`config.mk`:
```
export PLATFORM = sky130hd
export DESIGN_NAME = reset_sequencer
export DESIGN_NICKNAME = d
export VERILOG_FILES = /design/src/rtl/reset_sequencer.sv
export SDC_FILE = /design/constraint.sdc
export NUM_CORES = 1
export LEC_CHECK = 0
export ABC_CLOCK_PERIOD_IN_PS = 3030
export CORE_ASPECT_RATIO = 1.4
export CORE_MARGIN = 3
export CORE_UTILIZATION = 30
export DETAILED_ROUTE_END_ITERATION = 7
export GPL_ROUTABILITY_DRIVEN = 1
export PLACE_DENSITY_LB_ADDON = 0.3
export SKIP_CTS_REPAIR_TIMING = 1
export SLEW_MARGIN = 10
export SYNTH_ARGS = -nofsm -noshare
export SYNTH_HDL_FRONTEND = slang
export SYNTH_SLANG_ARGS = --single-unit
```
`constraint.sdc`:
```
create_clock -name clk -period 3.03 [get_ports clk]
set_input_delay 0.4545 -clock clk [delete_from_list [all_inputs] [get_ports clk]]
set_output_delay 0.4545 -clock clk [all_outputs]
set_load 0.01 [all_outputs]
```
`src/rtl/reset_sequencer.sv`:
```
// Staged reset sequencer: qualifies a synchronised PLL lock, then releases
// NUM_CH active-low resets one at a time and re-arms on lock loss or soft request.
module reset_sequencer #(
  parameter int NUM_CH       = 4,
  parameter int LOCK_STABLE  = 64,
  parameter int STAGE_DELAY  = 16,
  parameter int SYNC_STAGES  = 2,
  parameter int LOCK_TIMEOUT = 4096,
  parameter int CNT_W        = 8
) (
  input  logic              clk,
  input  logic              rst,
  input  logic              pll_locked,
  input  logic              soft_rst_req,
  input  logic              err_clr,
  output logic [NUM_CH-1:0] rst_n_out,
  output logic              done,
  output logic              error,
  output logic              lost_flag,
  output logic              timeout_flag,
  output logic [CNT_W-1:0]  loss_cnt,
  output logic [1:0]        state_o
);

  typedef enum logic [1:0] {
    WAIT_LOCK = 2'd0,
    RELEASE   = 2'd1,
    RUN       = 2'd2
  } state_t;

  localparam int CNT_MAX = (LOCK_STABLE > STAGE_DELAY) ? LOCK_STABLE : STAGE_DELAY;
  localparam int SCW     = $clog2(CNT_MAX + 1);
  localparam int STW     = (NUM_CH > 1) ? $clog2(NUM_CH) : 1;
  localparam int TW      = (LOCK_TIMEOUT > 0) ? $clog2(LOCK_TIMEOUT + 1) : 1;

  localparam logic [SCW-1:0] LOCK_LAST  = SCW'(LOCK_STABLE - 1);
  localparam logic [SCW-1:0] STAGE_LAST = SCW'(STAGE_DELAY - 1);
  localparam logic [STW-1:0] LAST_CH    = STW'(NUM_CH - 1);
  localparam logic [TW-1:0]  T_LAST     = TW'((LOCK_TIMEOUT > 0) ? LOCK_TIMEOUT - 1 : 0);
  // tcnt parks one past the flag point so the timeout can fire only once per arm.
  localparam logic [TW-1:0]  T_SAT      = TW'(LOCK_TIMEOUT);

  logic [SYNC_STAGES-1:0] sync_q;
  logic                   lock_s;

  state_t             state, state_d;
  logic [SCW-1:0]     stab_cnt, stab_d;
  logic [STW-1:0]     stage, stage_d;
  logic [TW-1:0]      tcnt, tcnt_d;
  logic [NUM_CH-1:0]  rst_n_d;
  logic               done_d, lost_d, timeout_d;
  logic [CNT_W-1:0]   loss_d;
  logic               loss_set, timeout_set;

  assign lock_s  = sync_q[SYNC_STAGES-1];
  assign error   = lost_flag | timeout_flag;
  assign state_o = state;

  always_ff @(posedge clk) begin
    if (rst) sync_q <= '0;
    else     sync_q <= {sync_q[SYNC_STAGES-2:0], pll_locked};
  end

  always_comb begin
    // NOTE: every output of this block is given a default first so no path can infer a latch.
    state_d     = state;
    stab_d      = stab_cnt;
    stage_d     = stage;
    tcnt_d      = tcnt;
    rst_n_d     = rst_n_out;
    done_d      = done;
    loss_set    = 1'b0;
    timeout_set = 1'b0;

    case (state)
      WAIT_LOCK: begin
        if (tcnt != T_SAT) tcnt_d = tcnt + 1'b1;
        if (LOCK_TIMEOUT != 0 && tcnt == T_LAST) timeout_set = 1'b1;
        if (lock_s) begin
          if (stab_cnt == LOCK_LAST) begin
            state_d = RELEASE;
            stab_d  = '0;
            stage_d = '0;
            tcnt_d  = '0;
          end else begin
            stab_d = stab_cnt + 1'b1;
          end
        end else begin
          stab_d = '0;
        end
      end

      RELEASE, RUN: begin
        // Lock loss takes precedence over a soft request so a coincident pair counts once.
        if (!lock_s || soft_rst_req) begin
          state_d  = WAIT_LOCK;
          rst_n_d  = '0;
          done_d   = 1'b0;
          stab_d   = '0;
          stage_d  = '0;
          tcnt_d   = '0;
          loss_set = !lock_s;
        end else if (state == RELEASE) begin
          if (stab_cnt == STAGE_LAST) begin
            rst_n_d[stage] = 1'b1;
            stab_d         = '0;
            if (stage == LAST_CH) begin
              state_d = RUN;
              done_d  = 1'b1;
            end else begin
              stage_d = stage + 1'b1;
            end
          end else begin
            stab_d = stab_cnt + 1'b1;
          end
        end
      end

      default: begin
        state_d = WAIT_LOCK;
        rst_n_d = '0;
        done_d  = 1'b0;
        stab_d  = '0;
        stage_d = '0;
        tcnt_d  = '0;
      end
    endcase

    // Set beats clear when both happen in the same cycle.
    lost_d    = loss_set    | (lost_flag    & ~err_clr);
    timeout_d = timeout_set | (timeout_flag & ~err_clr);
    loss_d    = (loss_set && loss_cnt != '1) ? loss_cnt + 1'b1 : loss_cnt;
  end

  always_ff @(posedge clk) begin
    // NOTE: state registers use non-blocking assignment so all of them update from pre-edge values.
    if (rst) begin
      state        <= WAIT_LOCK;
      stab_cnt     <= '0;
      stage        <= '0;
      tcnt         <= '0;
      rst_n_out    <= '0;
      done         <= 1'b0;
      lost_flag    <= 1'b0;
      timeout_flag <= 1'b0;
      loss_cnt     <= '0;
    end else begin
      state        <= state_d;
      stab_cnt     <= stab_d;
      stage        <= stage_d;
      tcnt         <= tcnt_d;
      rst_n_out    <= rst_n_d;
      done         <= done_d;
      lost_flag    <= lost_d;
      timeout_flag <= timeout_d;
      loss_cnt     <= loss_d;
    end
  end

endmodule

```
==> impl_metrics.py <==
metrics = {
    "power_and_ir_drop": {
        "ir_worst_vdd_v": 0.000202,
        "p_int_uw": 778,
        "total_power_mw": 1.04,
        "p_sw_uw": 259,
        "powerDensity_nw_per_um2": 414,
        "p_clk_share_pct": 36.5,
        "swShare_pct": 24.9,
        "comb_power_share_pct": 9.1,
        "p_leak_nw": 0.859,
        "seq_power_share_pct": 54.4,
    },
    "worst_setup_path": {
        "crit_cells": 6,
        "cpPeakStageDelay_ns": 0.43,
        "cp.arrival_ns": 2.32,
        "crit_chain": "inv_1 -> ha_1 -> and3b_1 -> or3_4 -> or3_1 -> a21oi_1",
        "ff2ff_path_depth": 6,
        "end_kind": "flip-flop",
        "critical_path_buf_inv_count": 1,
        "crit_family": "simple AND/OR/NAND/NOR gates",
        "r2r_setup_slack_ns": 0.94,
        "required_ns": 3.26,
        "cp_slowest_cell": "dfxtp_1",
        "start_kind": "flip-flop",
        "critPathMaxFanout": 8,
        "worstSetupPathType": "reg2reg",
    },
    "synthesis": {
        "syn_inst": 245,
        "yosys_warnings": 0,
        "synth_area_per_cell_um2": 8.61,
        "yosysSeqAreaShare_pct": 38.9,
        "netlist.top_cell.by_area": "dfxtp_1",
        "synth.distinct_cells": 50,
        "syn_area_um2": 2110,
        "synth_top_area_share_pct": 38.9,
        "synth-seq-cells": 41,
        "syn_nets": 261,
        "yosys-top-cells-area": "dfxtp_1, ha_1, nor2_1",
        "ys.flop_type": "dfxtp_1",
        "synth_edf_count": 0,
        "synth-async-reset-ratio_pct": 0,
    },
    "run": {
        "max_cap_viol_count": 0,
    },
    "clock_tree": {
        "cts_max_level": 2,
        "clk_pin_slew_ns": 0.09,
        "root_buffer": "clkbuf_8",
        "cts_sinks": 41,
        "cts_tree": "done",
        "clock_latency_ns": 0.30,
        "cts_made_buffers": 5,
        "cts.path.max_buffers": 2,
    },
    "global_route": {
        "gr-total-overflow": 0,
        "antenna_found_initial": 0,
        "grt_usage_pct": 11.9,
        "grt_pass1_vias": 1722,
        "grt_pass1_wl_mm": 7.97,
        "grt_max_degree": 18,
    },
    "sta": {
        "holdWs_ns": 0.440,
        "fin_crit_ns": 2.09,
        "worst_pin_slew_ns": 0.636,
        "hold_viol": 0,
        "skew_ns": 0.0114,
        "postLayoutSetupSlackWorst_ns": 0.942,
        "finalSetupViolCount": 0,
        "max_slew_margin_pct": 57.5,
        "finalCritPeriodShare_pct": 68.9,
        "drv_slew": 0,
        "fmax_mhz": 479,
        "setup-tns-final_ns": 0,
        "rsz0062_at_grt": "false",
    },
    "cells_and_area": {
        "stdcell_count": 358,
        "nNetsFinal": 281,
        "nFillCells": 714,
        "seqCellArea_um2": 821,
        "multi_input_area_um2": 1200,
        "n_antenna_cell": 0,
        "drive_above_1_share_pct": 6.77,
        "area_growth_pct": 18.6,
    },
    "floorplan": {
        "design.die.area_um2": 8090,
        "rows": 35,
        "die_w_um": 76.9,
        "die_height_um": 105,
        "initial_utilization_pct": 31.5,
        "core-area_um2": 6700,
        "pin_count": 23,
    },
    "outcome": {
        "outcome": "finished, final reports clean",
    },
    "worst_hold_path": {
        "hold_depth": 1,
        "min_path_type": "reg2reg",
    },
    "routing": {
        "drc": 0,
        "drt_iter0_markers": 58,
        "drt-wirelength-per-cell_um": 12.6,
        "dr.pass1.iters": 4,
        "ant_nets": 0,
        "via_count": 1825,
        "routed_wl_mm": 4.50,
        "vias_per_cell": 5.10,
    },
    "placed_design": {
        "dp_hpwl_mm": 3.41,
        "gp_congestion": 0.845,
        "io_buffer_count": 22,
        "place_ws_ns": 0.804,
        "dp_cells": 350,
    },
}
-- Yosys cell counts (7+ instances only) --
cell	number
a21oi_1	11
inv_1	10
dfxtp_1	41
nor2_1	29
a31oi_1	8
nor3_1	7
ha_1	11
nand4_1	12
xnor2_1	7
nand2_1	19
nand3_1	10
-- placed cells by master, fill, tap and decap left out, drive strengths merged, types with 7 or more instances in the layout --
cell	n
nand2	19
inv	10
a31oi	8
xnor2	7
nor3	7
ha	11
nand4	12
nand3	10
clkdlybuf4s50	22
dfxtp	41
a21oi	11
nor2	29
-- final timing paths --
check / from / endpoint
worst min register to register: sync_q[0] / sync_q[1]
worst max register to register: state_o[0] / tcnt[11]
worst max-delay path: state_o[0] / tcnt[11]
worst min-delay path: sync_q[0] / sync_q[1]
-- flip-flops by register name, summed over array words and instances (netlist names) --
register	flops
rst_n_out	4
stab_cnt	7
stage	2
done	1
state_o	2
timeout_flag	1
lost_flag	1
sync_q	2
loss_cnt	8
tcnt	13
-- final cells by class --
cell class	count	area share, %
multi-input cells	183	47.9
flip-flops and latches	41	32.8
repair buffers	24	9.40
well taps	92	4.60
clock buffers	6	3.30
inverters	10	1.50
clock inverters	2	0.550
-- per-layer routing --
layer | routed length (um) | up-vias | GRT usage (%)
li1 | - | 931 | -
met1 | 1970 | 862 | 13.5
met2 | 2350 | 26 | 21.4
met3 | 90 | 6 | 2.05
met4 | 85 | 0 | 5.05
met5 | 0 | - | 0
-- power groups by stage --
stage / Clock (mW) / Sequential, mW / Combinational, mW
2_1_floorplan: 0 / 0.575 / 0.0647
3_3_place_gp: 0 / 0.576 / 0.0937
3_5_place_dp: 0 / 0.577 / 0.0954
4_1_cts: 0.395 / 0.564 / 0.0961
5_1_grt: 0.414 / 0.567 / 0.106
6_report: 0.379 / 0.564 / 0.0940
-- cell families (layout without fill, tap and decap cells) --
family	count (synthesis)	in the layout	synth area share, %
multiplexers	4	4	1.96
buffers and inverters	21	42	4.33
adder cells (fa/ha/maj)	11	11	6.52
AO/OA/AOI/OAI	49	49	16.5
XOR/XNOR	12	12	4.98
AND/OR/NAND/NOR	107	107	26.8
flip-flops	41	41	38.9
-- metrics by stage --
stage	util, %	cell area [um2]
2_1_floorplan	-	2110
3_3_place_gp	35.9	2410
3_5_place_dp	35.9	2410
4_1_cts	37.3	2500
5_1_grt	37.3	2500
6_report	37.3	2500
-- worst reg2reg max path, cell delays in order, from the launching register on --
cell     delay [ns]
dfxtp_1        0.43
inv_1          0.07
ha_1           0.34
and3b_1        0.29
or3_4          0.43
or3_1          0.35
a21oi_1        0.13
(Power assumes the default switching activity.)
